===== src/rtl/bsw_band_ctrl_if.sv =====
// Signal bundle between the band controller, its host, the max-16 unit and the PE array.
// The controller takes the slave side; a host or testbench drives the master side.
interface bsw_band_ctrl_if #(
   parameter int LEN_W = 10
);
   logic             start;
   logic [LEN_W-1:0] ref_len;
   logic [LEN_W-1:0] qry_len;
   logic             ma_valid;
   logic [6:0]       ma_out;
   logic [3:0]       ma_p;
   logic             r_shift;
   logic             d_shift;
   logic             pe_en;
   logic             shift_right;
   logic             shift_down;
   logic             busy;
   logic             done;
   logic [1:0]       done_reason;
   logic [6:0]       best_score;
   logic [LEN_W-1:0] best_ref;
   logic [LEN_W-1:0] best_qry;
   logic [LEN_W:0]   step_cnt;

   modport master (
      output start, ref_len, qry_len, ma_valid, ma_out, ma_p, r_shift, d_shift,
      input  pe_en, shift_right, shift_down, busy, done, done_reason,
             best_score, best_ref, best_qry, step_cnt
   );

   modport slave (
      input  start, ref_len, qry_len, ma_valid, ma_out, ma_p, r_shift, d_shift,
      output pe_en, shift_right, shift_down, busy, done, done_reason,
             best_score, best_ref, best_qry, step_cnt
   );
endinterface


===== src/rtl/bsw_band_ctrl.sv =====
// Step sequencer for the 16-PE banded Smith-Waterman array: issues one anti-diagonal step,
// waits for the row maximum, tracks the best cell and steers the band right or down.
module bsw_band_ctrl #(
   parameter int LEN_W     = 10,
   parameter int XDROP     = 20,
   parameter int MAX_STEPS = 1023
) (
   input  logic           clk,
   input  logic           rst_n,
   bsw_band_ctrl_if.slave bus
);
   typedef enum logic [1:0] {
      IDLE = 2'd0,
      STEP = 2'd1,
      WAIT = 2'd2,
      FIN  = 2'd3
   } state_t;

   localparam logic [1:0]       REASON_END   = 2'd0;
   localparam logic [1:0]       REASON_XDROP = 2'd1;
   localparam logic [1:0]       REASON_LIMIT = 2'd2;
   localparam logic             DIR_R        = 1'b0;
   localparam logic             DIR_D        = 1'b1;
   localparam logic [LEN_W:0]   BAND         = {{(LEN_W-4){1'b0}}, 5'd16};
   localparam logic [LEN_W-1:0] PE_LAST      = {{(LEN_W-4){1'b0}}, 4'd15};
   localparam logic [LEN_W:0]   MAX_STEPS_C  = MAX_STEPS[LEN_W:0];
   localparam logic [6:0]       XDROP_C      = XDROP[6:0];

   state_t           state_q, state_d;
   logic [LEN_W-1:0] ref_len_q, ref_len_d;
   logic [LEN_W-1:0] qry_len_q, qry_len_d;
   logic [LEN_W-1:0] ref_ptr_q, ref_ptr_d;
   logic [LEN_W-1:0] qry_ptr_q, qry_ptr_d;
   logic [6:0]       best_score_q, best_score_d;
   logic [LEN_W-1:0] best_ref_q, best_ref_d;
   logic [LEN_W-1:0] best_qry_q, best_qry_d;
   logic [LEN_W:0]   step_cnt_q, step_cnt_d;
   logic [1:0]       done_reason_q, done_reason_d;
   logic             first_q, first_d;
   logic             dir_q, dir_d;

   logic [LEN_W-1:0] p_ext;
   logic             best_upd;
   logic [6:0]       best_new;
   logic [6:0]       drop;
   logic [LEN_W:0]   ref_reach;
   logic [LEN_W:0]   qry_reach;
   logic             can_r, can_d;
   logic             r_hint, d_hint;
   logic             xdrop_hit, limit_hit, end_hit;
   logic             dir_next;

   // Evaluation of the max-unit result against the pointers of the step just issued
   always_comb begin
      p_ext     = {{(LEN_W-4){1'b0}}, bus.ma_p};
      best_upd  = bus.ma_out > best_score_q;
      best_new  = best_upd ? bus.ma_out : best_score_q;
      drop      = best_new - bus.ma_out;
      ref_reach = {1'b0, ref_ptr_q} + BAND;
      qry_reach = {1'b0, qry_ptr_q} + BAND;
      can_r     = ref_reach < {1'b0, ref_len_q};
      can_d     = qry_reach < {1'b0, qry_len_q};
      xdrop_hit = drop > XDROP_C;
      limit_hit = step_cnt_q == MAX_STEPS_C;
      end_hit   = !can_r && !can_d;
      // Both hints high is illegal and treated as no hint at all
      r_hint    = bus.r_shift && !bus.d_shift;
      d_hint    = bus.d_shift && !bus.r_shift;
      if (r_hint && can_r) begin
         dir_next = DIR_R;
      end else if (d_hint && can_d) begin
         dir_next = DIR_D;
      end else if (can_r && !can_d) begin
         dir_next = DIR_R;
      end else if (can_d && !can_r) begin
         dir_next = DIR_D;
      end else begin
         dir_next = !dir_q;
      end
   end

   always_comb begin
      state_d       = state_q;
      ref_len_d     = ref_len_q;
      qry_len_d     = qry_len_q;
      ref_ptr_d     = ref_ptr_q;
      qry_ptr_d     = qry_ptr_q;
      best_score_d  = best_score_q;
      best_ref_d    = best_ref_q;
      best_qry_d    = best_qry_q;
      step_cnt_d    = step_cnt_q;
      done_reason_d = done_reason_q;
      first_d       = first_q;
      dir_d         = dir_q;
      case (state_q)
         IDLE: begin
            if (bus.start) begin
               ref_len_d     = bus.ref_len;
               qry_len_d     = bus.qry_len;
               ref_ptr_d     = '0;
               qry_ptr_d     = '0;
               best_score_d  = '0;
               best_ref_d    = '0;
               best_qry_d    = '0;
               step_cnt_d    = '0;
               done_reason_d = REASON_END;
               first_d       = 1'b1;
               // Pretend the last move was down so alternation opens with a right move
               dir_d         = DIR_D;
               state_d       = STEP;
            end
         end
         STEP: begin
            step_cnt_d = step_cnt_q + 1'b1;
            if (first_q) begin
               first_d = 1'b0;
            end else if (dir_q == DIR_D) begin
               qry_ptr_d = qry_ptr_q + 1'b1;
            end else begin
               ref_ptr_d = ref_ptr_q + 1'b1;
            end
            state_d = WAIT;
         end
         WAIT: begin
            if (bus.ma_valid) begin
               best_score_d = best_new;
               if (best_upd) begin
                  best_ref_d = ref_ptr_q + p_ext;
                  best_qry_d = qry_ptr_q + PE_LAST - p_ext;
               end
               dir_d   = dir_next;
               state_d = STEP;
               if (xdrop_hit) begin
                  done_reason_d = REASON_XDROP;
                  state_d       = FIN;
               end else if (limit_hit) begin
                  done_reason_d = REASON_LIMIT;
                  state_d       = FIN;
               end else if (end_hit) begin
                  done_reason_d = REASON_END;
                  state_d       = FIN;
               end
            end
         end
         FIN: begin
            state_d = IDLE;
         end
         default: begin
            state_d = IDLE;
         end
      endcase
   end

   always_ff @(posedge clk or negedge rst_n) begin
      if (!rst_n) begin
         state_q       <= IDLE;
         ref_len_q     <= '0;
         qry_len_q     <= '0;
         ref_ptr_q     <= '0;
         qry_ptr_q     <= '0;
         best_score_q  <= '0;
         best_ref_q    <= '0;
         best_qry_q    <= '0;
         step_cnt_q    <= '0;
         done_reason_q <= '0;
         first_q       <= 1'b0;
         dir_q         <= 1'b0;
      end else begin
         state_q       <= state_d;
         ref_len_q     <= ref_len_d;
         qry_len_q     <= qry_len_d;
         ref_ptr_q     <= ref_ptr_d;
         qry_ptr_q     <= qry_ptr_d;
         best_score_q  <= best_score_d;
         best_ref_q    <= best_ref_d;
         best_qry_q    <= best_qry_d;
         step_cnt_q    <= step_cnt_d;
         done_reason_q <= done_reason_d;
         first_q       <= first_d;
         dir_q         <= dir_d;
      end
   end

   // The initial band load carries no shift; later steps carry exactly one
   assign bus.pe_en       = state_q == STEP;
   assign bus.shift_right = (state_q == STEP) && !first_q && (dir_q == DIR_R);
   assign bus.shift_down  = (state_q == STEP) && !first_q && (dir_q == DIR_D);
   assign bus.busy        = (state_q == STEP) || (state_q == WAIT);
   assign bus.done        = state_q == FIN;
   assign bus.done_reason = done_reason_q;
   assign bus.best_score  = best_score_q;
   assign bus.best_ref    = best_ref_q;
   assign bus.best_qry    = best_qry_q;
   assign bus.step_cnt    = step_cnt_q;
endmodule


===== src/flat_wrapper.sv =====
// flat-port wrapper written by rule: the top's interface ports become plain ports
module bsw_band_ctrl_flat 
#(
   parameter int LEN_W     = 10,
   parameter int XDROP     = 20,
   parameter int MAX_STEPS = 1023
)
  (clk, rst_n, bus_start, bus_ref_len, bus_qry_len, bus_ma_valid, bus_ma_out, bus_ma_p, bus_r_shift, bus_d_shift, bus_pe_en, bus_shift_right, bus_shift_down, bus_busy, bus_done, bus_done_reason, bus_best_score, bus_best_ref, bus_best_qry, bus_step_cnt);
  bsw_band_ctrl_if #(.LEN_W(LEN_W)) bus_i ();
  input  logic clk;
  input  logic rst_n;
  input wire logic [$bits(bus_i.start)-1:0] bus_start;
  input wire logic [$bits(bus_i.ref_len)-1:0] bus_ref_len;
  input wire logic [$bits(bus_i.qry_len)-1:0] bus_qry_len;
  input wire logic [$bits(bus_i.ma_valid)-1:0] bus_ma_valid;
  input wire logic [$bits(bus_i.ma_out)-1:0] bus_ma_out;
  input wire logic [$bits(bus_i.ma_p)-1:0] bus_ma_p;
  input wire logic [$bits(bus_i.r_shift)-1:0] bus_r_shift;
  input wire logic [$bits(bus_i.d_shift)-1:0] bus_d_shift;
  output wire logic [$bits(bus_i.pe_en)-1:0] bus_pe_en;
  output wire logic [$bits(bus_i.shift_right)-1:0] bus_shift_right;
  output wire logic [$bits(bus_i.shift_down)-1:0] bus_shift_down;
  output wire logic [$bits(bus_i.busy)-1:0] bus_busy;
  output wire logic [$bits(bus_i.done)-1:0] bus_done;
  output wire logic [$bits(bus_i.done_reason)-1:0] bus_done_reason;
  output wire logic [$bits(bus_i.best_score)-1:0] bus_best_score;
  output wire logic [$bits(bus_i.best_ref)-1:0] bus_best_ref;
  output wire logic [$bits(bus_i.best_qry)-1:0] bus_best_qry;
  output wire logic [$bits(bus_i.step_cnt)-1:0] bus_step_cnt;
  assign bus_i.start = bus_start;
  assign bus_i.ref_len = bus_ref_len;
  assign bus_i.qry_len = bus_qry_len;
  assign bus_i.ma_valid = bus_ma_valid;
  assign bus_i.ma_out = bus_ma_out;
  assign bus_i.ma_p = bus_ma_p;
  assign bus_i.r_shift = bus_r_shift;
  assign bus_i.d_shift = bus_d_shift;
  assign bus_pe_en = bus_i.pe_en;
  assign bus_shift_right = bus_i.shift_right;
  assign bus_shift_down = bus_i.shift_down;
  assign bus_busy = bus_i.busy;
  assign bus_done = bus_i.done;
  assign bus_done_reason = bus_i.done_reason;
  assign bus_best_score = bus_i.best_score;
  assign bus_best_ref = bus_i.best_ref;
  assign bus_best_qry = bus_i.best_qry;
  assign bus_step_cnt = bus_i.step_cnt;
  bsw_band_ctrl #(.LEN_W(LEN_W), .XDROP(XDROP), .MAX_STEPS(MAX_STEPS)) u_core (.clk(clk), .rst_n(rst_n), .bus(bus_i));
endmodule

===== config.mk =====
export PLATFORM = sky130hd
export DESIGN_NAME = bsw_band_ctrl_flat
export DESIGN_NICKNAME = d
export VERILOG_FILES = /design/src/rtl/bsw_band_ctrl_if.sv /design/src/rtl/bsw_band_ctrl.sv /design/src/flat_wrapper.sv
export SDC_FILE = /design/constraint.sdc
export NUM_CORES = 1
export LEC_CHECK = 0
export BUFFER_PORTS_ARGS = -buffer_cell sky130_fd_sc_hd__clkbuf_2
export CAP_MARGIN = 30
export CORE_ASPECT_RATIO = 1.25
export CORE_UTILIZATION = 25
export CTS_BUF_LIST = sky130_fd_sc_hd__clkbuf_8
export DETAILED_ROUTE_END_ITERATION = 6
export GPL_TIMING_DRIVEN = 0
export SYNTH_ARGS = -nofsm -noshare
export SYNTH_HDL_FRONTEND = slang
export SYNTH_SLANG_ARGS = --single-unit
export TNS_END_PERCENT = 20

===== constraint.sdc =====
create_clock -name clk -period 9.7 [get_ports clk]
set_input_delay 1.94 -clock clk [delete_from_list [all_inputs] [get_ports clk]]
set_output_delay 1.94 -clock clk [all_outputs]
set_load 0.02 [all_outputs]

==> impl_results.md <==
- Slowest CP cell: fa_1
- Setup violations, final: 0
- CP arrival: 5.37 ns
- CTS resizes: 0
- Dpl hpwl: 10700 um
- Die footprint: 0.0223 sq mm
- # Post-CTS Setup Buffers: 0
- Ys Warns: 0
- CP Capture Point: u_core.state_q[1]$_DFFE_PN0P_
- 1st-iter DRT viols: 210
- Area delta synth->final: 17.6%
- Drt drc: 0
- Highest Clock Rate: 0.196 GHz
- Final WL: 13600 um
- First drt pass iteration count: 4
- Slowest stage delay, CP: 0.42 ns
- Worst-margin pin slew: 0.996 ns
- Final net count: 757
- Hold path depth: 2
- Hold_buf cts: 0
- Clk sinks: 84
- Post-Syn Area: 0.00544 sq mm
- GPL Wtd Cong: 0.768
- Max Root-Sink Buffers: 2
- CP Launch Point: bus_ma_out[2]
- Placed cell areas: 0.00622 sq mm
- Clock root buffer master: clkbuf_8
- DIE HEIGHT: between 150 and 200 um
- CTS tree: built
- Vias per cell: 4.57
- DR WL/cell: 14.5 um
- DRT antenna net count: 0
- Die width: about 130 um
- Reg2reg path depth: 17
- Launching point of the worst reg2reg path: u_core.bus.best_score[6]$_DFFE_PN0P_
- R2R Setup Slk: approximately 5.8 ns
- Clock skew: 0.0148 ns
- Vias in the first global route: 4396
- CP Depth: 17
- EDFF count, synth: 0
- Vias post-DR: 4279
- Gr ovfl total: 0
- Pwr/cell area: 239 mW/mm^2
- Initial core utilization: 25.8%
- Final Cell Area: 0.00639 sq mm
- PortBufs: between 80 and 90
- Site row count: 59
- Slew Limit Headroom: 33.1%
- CP Capture Type: flop
- Hold/Removal Path Class: reg2reg
- Static leakage: 3.17 nW
- Max IR drop VDD: 0.102 mV
- Crit Path Max Fanout: 8
- Syn avg cell area: 9.64 sq um
- Worst hold slack: 0.483 ns
- GRT Overall Usage: between 10 and 15%
- Unrepaired setup endpoints after global routing: no
- Sequential element share of the synthesized area: 38.7%
- FF+latch count, synth: 84
- Worst path bufs/invs: 2
- ANT cells: 0
- Largest net degree at the start of global routing: 46
- Status: completed
- CP startpoint kind: input pin
- CP required: 9.96 ns
- Worst R2R End: u_core.state_q[1]$_DFFE_PN0P_
- Cells after Synth: 564
- Syn nets: between 600 and 700
- Ys flop type: dfrtp_1
- Initial antenna violation count: 0
- Setup TNS Final: 0 ns
- Synth unique cells: 60
- Crit path max-delay family: compound AO/OA/AOI/OAI gates
- Max Slew Vio Count: 0
- Core box area: approximately 0.021 sq mm
- Clk slew on worst S/H paths: 0.10 ns
- CTS buffer count: 9
- Post-route minimum period: 5.11 ns
- Top Ports: 82
- Fraction of layout cells with a size suffix above 1: 20.1%
- Synth async-reset ratio: between 90% and 100%
- Global-route wire length before repair: 22500 um
- Skew-Pair Late Insertion Delay: between 0.3 and 0.4 ns
- Crit path cell chain: clkbuf_2 > ha_1 > a21oi_1 > a21oi_1 > or3_1 > o21a_1 > buf_6 > mux2i_1 > ha_1 > fa_1 > and2_1 > o21ai_0 > a31oi_1 > o22ai_1 > and4_4 > nor3b_2 > a41oi_2
- Final worst path period share: 52.7%
- H-Tree Depth: 3
- Final hold vios: 0
- Maxcap violations: 0
- Setup CP Type: in2reg
[per-stage QoR]
| stage | std cells | util (%) | power, mW | setup WS [ns] |
|---|---|---|---|---|
| floorplan | 564 | - | 1.07 | 4.63 |
| global placement | 919 | 29.4 | 1.29 | 4.27 |
| detailed placement | 920 | 29.5 | 1.30 | 4.21 |
| CTS | 936 | 30.4 | 1.55 | 4.63 |
| global route | 936 | 30.4 | 1.66 | 4.37 |
| finish | 936 | 30.4 | 1.53 | 4.59 |
[sequential cells by signal (all words and copies together) (netlist names)]
| register | count |
|---|---|
| u_core.state_q | 2 |
| u_core.dir_q | 1 |
| u_core.bus.done_reason | 2 |
| u_core.qry_ptr_q | 10 |
| u_core.bus.best_score | 7 |
| u_core.bus.step_cnt | 11 |
| u_core.bus.best_qry | 10 |
| u_core.ref_ptr_q | 10 |
| u_core.ref_len_q | 10 |
| u_core.first_q | 1 |
| u_core.qry_len_q | 10 |
| u_core.bus.best_ref | 10 |
[worst min-delay path by stage]
| stage | end | from | slack, ns |
|---|---|---|---|
| finish | u_core.bus.best_ref[8]$_DFFE_PN0P_ | u_core.bus.best_ref[8]$_DFFE_PN0P_ | 0.48 |
| global route | u_core.bus.best_ref[8]$_DFFE_PN0P_ | u_core.bus.best_ref[8]$_DFFE_PN0P_ | 0.51 |
| CTS | u_core.bus.best_ref[8]$_DFFE_PN0P_ | u_core.bus.best_ref[8]$_DFFE_PN0P_ | 0.49 |
| detailed placement | u_core.bus.best_ref[6]$_DFFE_PN0P_ | u_core.bus.best_ref[6]$_DFFE_PN0P_ | 0.47 |
| global placement | u_core.bus.best_ref[8]$_DFFE_PN0P_ | u_core.bus.best_ref[8]$_DFFE_PN0P_ | 0.46 |
| floorplan | u_core.qry_len_q[1]$_DFFE_PN0P_ | u_core.qry_len_q[1]$_DFFE_PN0P_ | 0.48 |
[tightest hold or removal path, delay by kind of cell, from the launching register on]
family	cells	cell delay, ns
simple gates	1	0.05
flops	1	0.35
compound gates	1	0.05
[layer usage]
layer / GRT usage, % / vias up / part of all wire (%)
li1: - / 2138 / -
met1: 16.5 / 2050 / 46
met2: 21.6 / 74 / 48
met3: 2.40 / 17 / 4.2
met4: 5.19 / 0 / 2.1
met5: 0 / - / 0
[kinds of logic (layout without fill, tap and decap cells)]
kind of cell,after synthesis,count (layout),synth area share [%]
simple gates,161,161,14.4
compound gates,111,111,13.6
fa+ha+maj,64,64,15.1
buf+inv,73,171,5.64
xor+xnor,42,42,6.76
mux,29,29,5.82
flops,84,84,38.7
[synth_stat cells, types with 2 or more instances]
cell / n / area, sq um
dfrtp_1: 84 / 2100
fa_1: 3 / 60.1
o31ai_1: 9 / 67.6
o41ai_1: 2 / 17.5
ha_1: 60 / 751
nor2_1: 39 / 146
nand4_1: 7 / 43.8
nor2b_1: 6 / 37.5
o21bai_1: 2 / 15.0
inv_1: 58 / 218
buf_2: 2 / 10.0
nand2b_1: 8 / 50.1
nand3_1: 15 / 75.1
a22o_1: 4 / 35.0
xnor2_1: 28 / 245
and3_1: 6 / 37.5
nand2_1: 56 / 210
buf_6: 4 / 45.0
a21oi_1: 18 / 90.1
a32o_1: 3 / 30.0
a211o_1: 2 / 17.5
and2b_1: 3 / 22.5
or3_1: 5 / 31.3
and4_1: 2 / 17.5
o21ai_0: 36 / 180
o22a_1: 2 / 17.5
xor2_1: 14 / 123
a31oi_1: 6 / 37.5
mux2_2: 21 / 236
clkbuf_1: 9 / 33.8
o22ai_1: 2 / 12.5
mux2i_1: 8 / 80.1
a211oi_1: 2 / 15.0
o21a_1: 4 / 30.0
nor3_1: 3 / 15.0
a21o_1: 7 / 52.6
[layout make-up]
cell class	count	area, sq um
plain buffers	15	88.8
repair buffers	82	435
well taps	274	343
clock inverters	6	41.3
fillers	2294	14600
inverters	58	218
multi-input cells	407	3030
flip-flops and latches	84	2100
clock buffers	10	138
[cell usage in the layout, fill, tap and decap left out, types with 10 or more instances in the layout]
| cell | count |
|---|---|
| mux2_2 | 21 |
| ha_1 | 60 |
| clkbuf_2 | 80 |
| nand3_1 | 15 |
| xor2_1 | 14 |
| a21oi_1 | 18 |
| o21ai_0 | 36 |
| xnor2_1 | 28 |
| nand2_1 | 56 |
| nor2_1 | 39 |
| inv_1 | 59 |
| dfrtp_1 | 84 |
| clkbuf_8 | 10 |
[report_power, final]
group | switching (mW) | internal (mW) | total (mW)
registers | 0.0728 | 0.443 | 0.515
logic | 0.464 | 0.304 | 0.769
clock network | 0.142 | 0.0996 | 0.241
total | 0.679 | 0.847 | 1.53
Note: power is estimated with default switching activity, not from simulation.
